==> src/rtl/regfile_param.sv <==
// Parameterised register file: two combinational read ports with write bypass, byte-enabled
// writes, a hard-wired zero register and one I/O-mapped register with a dirty/ack handshake.
module regfile_param #(
    parameter int unsigned WIDTH  = 32,
    parameter int unsigned NREGS  = 32,
    parameter int unsigned AW     = 5,
    parameter int unsigned IO_REG = 30
) (
    input  logic             clk,
    input  logic             reset,
    input  logic             we,
    input  logic [AW-1:0]    wa,
    input  logic [WIDTH-1:0] wd,
    input  logic [WIDTH/8-1:0] wbe,
    input  logic [AW-1:0]    ra1,
    input  logic [AW-1:0]    ra2,
    output logic [WIDTH-1:0] rd1,
    output logic [WIDTH-1:0] rd2,
    input  logic [WIDTH-1:0] io_in,
    input  logic             io_load,
    output logic [WIDTH-1:0] io_out,
    output logic             io_dirty,
    input  logic             io_ack
);

    localparam int unsigned NB = WIDTH / 8;
    localparam logic [AW-1:0] IoAddr = AW'(IO_REG);

    logic [WIDTH-1:0] regs_q [NREGS];
    logic [WIDTH-1:0] merged;
    logic             cpu_wr;
    logic             io_wr_qual;
    logic             io_dirty_q, io_dirty_d;

    // Value the addressed register will hold after the edge if the CPU write lands.
    always_comb begin
        merged = regs_q[wa];
        for (int b = 0; b < NB; b++) begin
            if (wbe[b]) merged[8*b +: 8] = wd[8*b +: 8];
        end
    end

    assign cpu_wr     = we && (wa != '0);
    // io_load overrides a same-edge CPU write to the I/O register, so that write cannot dirty it.
    assign io_wr_qual = cpu_wr && (wa == IoAddr) && !io_load && (|wbe);

    always_comb begin
        io_dirty_d = io_dirty_q;
        if (io_wr_qual) begin
            io_dirty_d = 1'b1;
        end else if (io_ack) begin
            io_dirty_d = 1'b0;
        end
    end

    always_ff @(posedge clk or posedge reset) begin
        if (reset) begin
            for (int i = 0; i < NREGS; i++) regs_q[i] <= '0;
            io_dirty_q <= 1'b0;
        end else begin
            for (int i = 1; i < NREGS; i++) begin
                if (io_load && (AW'(i) == IoAddr)) begin
                    regs_q[i] <= io_in;
                end else if (cpu_wr && (wa == AW'(i))) begin
                    regs_q[i] <= merged;
                end
            end
            io_dirty_q <= io_dirty_d;
        end
    end

    function automatic logic [WIDTH-1:0] rd_port(input logic [AW-1:0] ra);
        logic [WIDTH-1:0] v;
        if (reset || (ra == '0)) begin
            v = '0;
        end else if (io_load && (ra == IoAddr)) begin
            v = io_in;
        end else if (we && (ra == wa)) begin
            v = merged;
        end else begin
            v = regs_q[ra];
        end
        return v;
    endfunction

    assign rd1      = rd_port(ra1);
    assign rd2      = rd_port(ra2);
    assign io_out   = regs_q[IoAddr];
    assign io_dirty = io_dirty_q;

endmodule
==> config.mk <==
export PLATFORM = sky130hd
export DESIGN_NAME = regfile_param
export DESIGN_NICKNAME = d
export VERILOG_FILES = /design/src/rtl/regfile_param.sv
export SDC_FILE = /design/constraint.sdc
export NUM_CORES = 2
export LEC_CHECK = 0
export ABC_AREA = 0
export CAP_MARGIN = 20
export CORE_ASPECT_RATIO = 1.75
export CORE_MARGIN = 2
export CORE_UTILIZATION = 47
export CTS_CLUSTER_SIZE = 14
export DETAILED_ROUTE_END_ITERATION = 8
export SETUP_SLACK_MARGIN = 0.1
export SLEW_MARGIN = 20
export SYNTH_ARGS = -nofsm -noshare
export SYNTH_HDL_FRONTEND = slang
export SYNTH_SLANG_ARGS = --single-unit
export TNS_END_PERCENT = 20
==> constraint.sdc <==
create_clock -name clk -period 103.6 [get_ports clk]
set_input_delay 25.9 -clock clk [delete_from_list [all_inputs] [get_ports clk]]
set_output_delay 25.9 -clock clk [all_outputs]
set_load 0.005 [all_outputs]
==> impl_results.md <==
* Status: finished, final reports clean
* Fin util at between 50% and 60%
* Final setup fails at 0
* Final worst path period share at a little under three fifths
* Worst setup EP type: primary output
* Gr usage total at 39.95%
* Grt ovf at 0
* Sequential-to-total area share from yosys stat at around 39%
* 1st-pass router iterations at 6
* Largest net degree at the start of global routing at approximately 180
* DP HPWL at about 170 mm
* CTS Buf Count at between 100 and 150
* CTS tree: done
* Cell mode on critical path: buf_4
* RSZ-0062 raised after global routing: false
* Most frequent cells after synthesis: dfrtp_1, nand2_1, mux2_2
* CP required at between 70000 and 80000 ps
* Cell Int Power at 871.5 uW
* Synth warn at 32
* HP Class: reg -> reg
* Final #Nets at about 5400
* Die width at 281.1 um
* Fillers at roughly 12000
* Worst Max-Slew Pin Slew at approximately 1200 ps
* Slew Limit Fails at 0
* Startpoint Class: input port
* Routability Congestion at ~0.96
* Die H at ~490 um
* Power, Total at roughly 1.3 mW
* Largest family of logic cells by synthesized area: multiplexers
* Worst path slowest cell: a2111oi_0
* Share of cells above drive strength 1 at approximately a third
* Synth async-reset ratio at between 90% and 100%
* Clock power share at between 30% and 40%
* Non-filler cells, final at ~7000
* Per-cell routed wire length at between 30 and 40 um
* CTS resizes at 0
* Root buffer cell: clkbuf_16
* Sw Ratio at 32.47%
* Cells along the critical path: buf_8, buf_4, buf_12, or3b_2, buf_4, o22ai_1, a2111oi_0, a221oi_4, buf_4, a221o_1, clkdlybuf4s50_1
* Post-synthesis mux area share at between 30% and 40%
* Drt total wl at around 270 mm
* Hold Fails Final Rpt at 0
* Synth Area in XOR/XNOR at less than 1%
* Synth Area in Simple Gates at roughly 9%
* CTS Buffer Depth at 3
* Initial antenna violation count at 16
* DRT iter0 DRCs at between 7000 and 8000
* Cell with the most instances after synthesis: dfrtp_1
* CP Buf/Inv Count at 6
* Max_cap viols at 0
* EDFF count, synth at 0
* Post-route DRC at 0
* Core Footprint at between 100000 and 150000 um^2
* Detail Route Antenna Nets at 0
* Kind of critical path: in -> out
* Area growth syn-to-layout at 10.47%
* #FFs+latches synth at roughly 990
* Worst-path clk slew at around 60 ps
* Clk sinks at approximately 990
* Post-synthesis area per instance at around 12 um^2
* Vias in the first global route at between 50000 and 60000
* Top cells by area, synth: dfrtp_1, mux4_2, mux2_2, nand2_1, mux2i_1
* Complex-gate fraction of the synthesized area at between 10% and 20%
* Vias after detailed routing at a little over 50000
* Worst slack, placed at between 40000 and 50000 ps
* Ys flop type: dfrtp_1
* Max Clk Rate at about 17 MHz
* Synth unique cells at 79
* Final worst setup slack at roughly 46000 ps
* Vias per cell at 7.220
* H-tree levels at 3
* Clk Latency, worst-skew pair at around 750 ps
* Share of the synthesized area in the top cell type at approximately two fifths
* PwrDens at 18.50 nW/um^2
* Adder-Cell Fraction of Synth Area at 0%
* Hold Buf Count CTS at 0
* Delay-heaviest family, CP: buffers and inverters
* Worst rel slew slack at 17.36%
* Sequential share of power at a little over two fifths
* Comb power frac at 26.7%
* Postcts setup bufs at 0
* Max stage delay on crit path at a little under 800 ps
* Syn Std Cell Area at 63160 um^2
* Sw power at 419.1 uW
* Starting Density at a little under half
* Buffers on Ports at roughly 180
* Rows at ~180
* Minimum clock period after layout at roughly 57000 ps
* Ports at 185
* P_leak at 29.34 nW
* Layout Skew at around 30 ps
* Post-Route Setup TNS at 0 ps
* Worst VDD drop at 15.10 uV
* Global-route wire length before repair at around 390 mm
* CP arrival at ~31000 ps
* CP Max Fanout at 93
* Mapped Nets at ~5500
* Die Area at roughly 140000 um^2
* Syn Inst Count at ~5400
* Yosys top cell by area: dfrtp_1
* Placed cell count at 6980
-- flip-flops by register name, indices dropped and copies added (netlist names) --
register and count:
regs_q 960, io_out 32, io_dirty 1
-- power by group through the flow --
stage / logic, mW / clock network [mW] / registers (mW)
after floorplan: 0.248 / 0 / 0.524
after global placement: 0.332 / 0 / 0.545
after detailed placement: 0.337 / 0 / 0.552
after CTS: 0.339 / 0.399 / 0.545
after global routing: 0.363 / 0.413 / 0.558
final: 0.344 / 0.397 / 0.549
-- worst paths after layout --
path	start	to	slack, ps	depth (start not counted)
setup / recovery	wa[1]	rd2[11]	46340	11
hold / removal	regs_q[512]	regs_q[512]	520	2
setup reg to reg	regs_q[582]	regs_q[422]	100510	6
hold reg to reg	regs_q[512]	regs_q[512]	520	2
max in group asynchronous	reset	regs_q[474]	73800	6
min in group asynchronous	reset	io_out[27]	26050	2
-- cell type report --
cell class	count	area, um^2	share of cell area, %
clock buffer	143	2928	4.196
timing repair buffer	366	3307	4.739
clock inverter	43	554.3	0.7944
antenna	10	25.02	0.03586
inverter	18	76.32	0.1094
tap	1800	2252	3.228
sequential	993	24850	35.61
multi-input combinational	3804	35790	51.29
-- layout by cell type, fill, tap and decap left out, types with 11 or more instances in the layout --
cell / count
a221oi_1: 61
clkdlybuf4s50_1: 169
clkinv_2: 19
clkbuf_8: 20
inv_1: 13
mux4_2: 575
clkbuf_1: 20
a22oi_1: 25
nand2_1: 974
o31ai_1: 27
nand3_1: 12
nand2b_1: 18
nor3_1: 42
nand3_2: 13
bufinv_16: 12
and2_1: 34
mux2i_1: 270
nor2_1: 54
a221o_1: 62
a2111oi_0: 34
mux2_2: 645
a211oi_1: 64
dfrtp_1: 993
clkbuf_16: 103
a31oi_1: 11
o221ai_1: 19
nor2b_1: 58
o22ai_1: 105
o211ai_1: 15
a21oi_1: 35
nor3b_1: 11
a22o_1: 20
buf_4: 175
o21ai_0: 415
-- per-layer routing --
metal	track usage, %	wire [um]	vias to the layer above
met5	0.03561	157	-
met4	34.26	28530	26
met1	47.06	91600	26430
met3	11.18	31850	1267
met2	60.25	121300	3909
li1	-	-	20190
-- stage by stage --
step           hold slack (ps)  instance area [um^2]
2_1_floorplan            471.1                 63160
3_3_place_gp             488.6                 66180
3_5_place_dp             503.5                 66210
4_1_cts                  519.5                 69690
5_1_grt                  544.1                 69760
6_report                 515.7                 69780
-- worst reg2reg max path: cells and delay by family (launching register included) --
family	cells	cell delay, ps
compound gates	1	1020
buf+inv	1	290
flops	1	420
mux	3	1120
simple gates	1	120
-- cells by family (layout without fill, tap and decap cells) --
logic type,after synthesis,in the layout
other cells,0,10
flops,993,993
simple gates,1316,1316
buf+inv,626,570
compound gates,982,982
mux,1496,1496
xor+xnor,10,10
No activity file was read; power rests on OpenSTA's default activity.
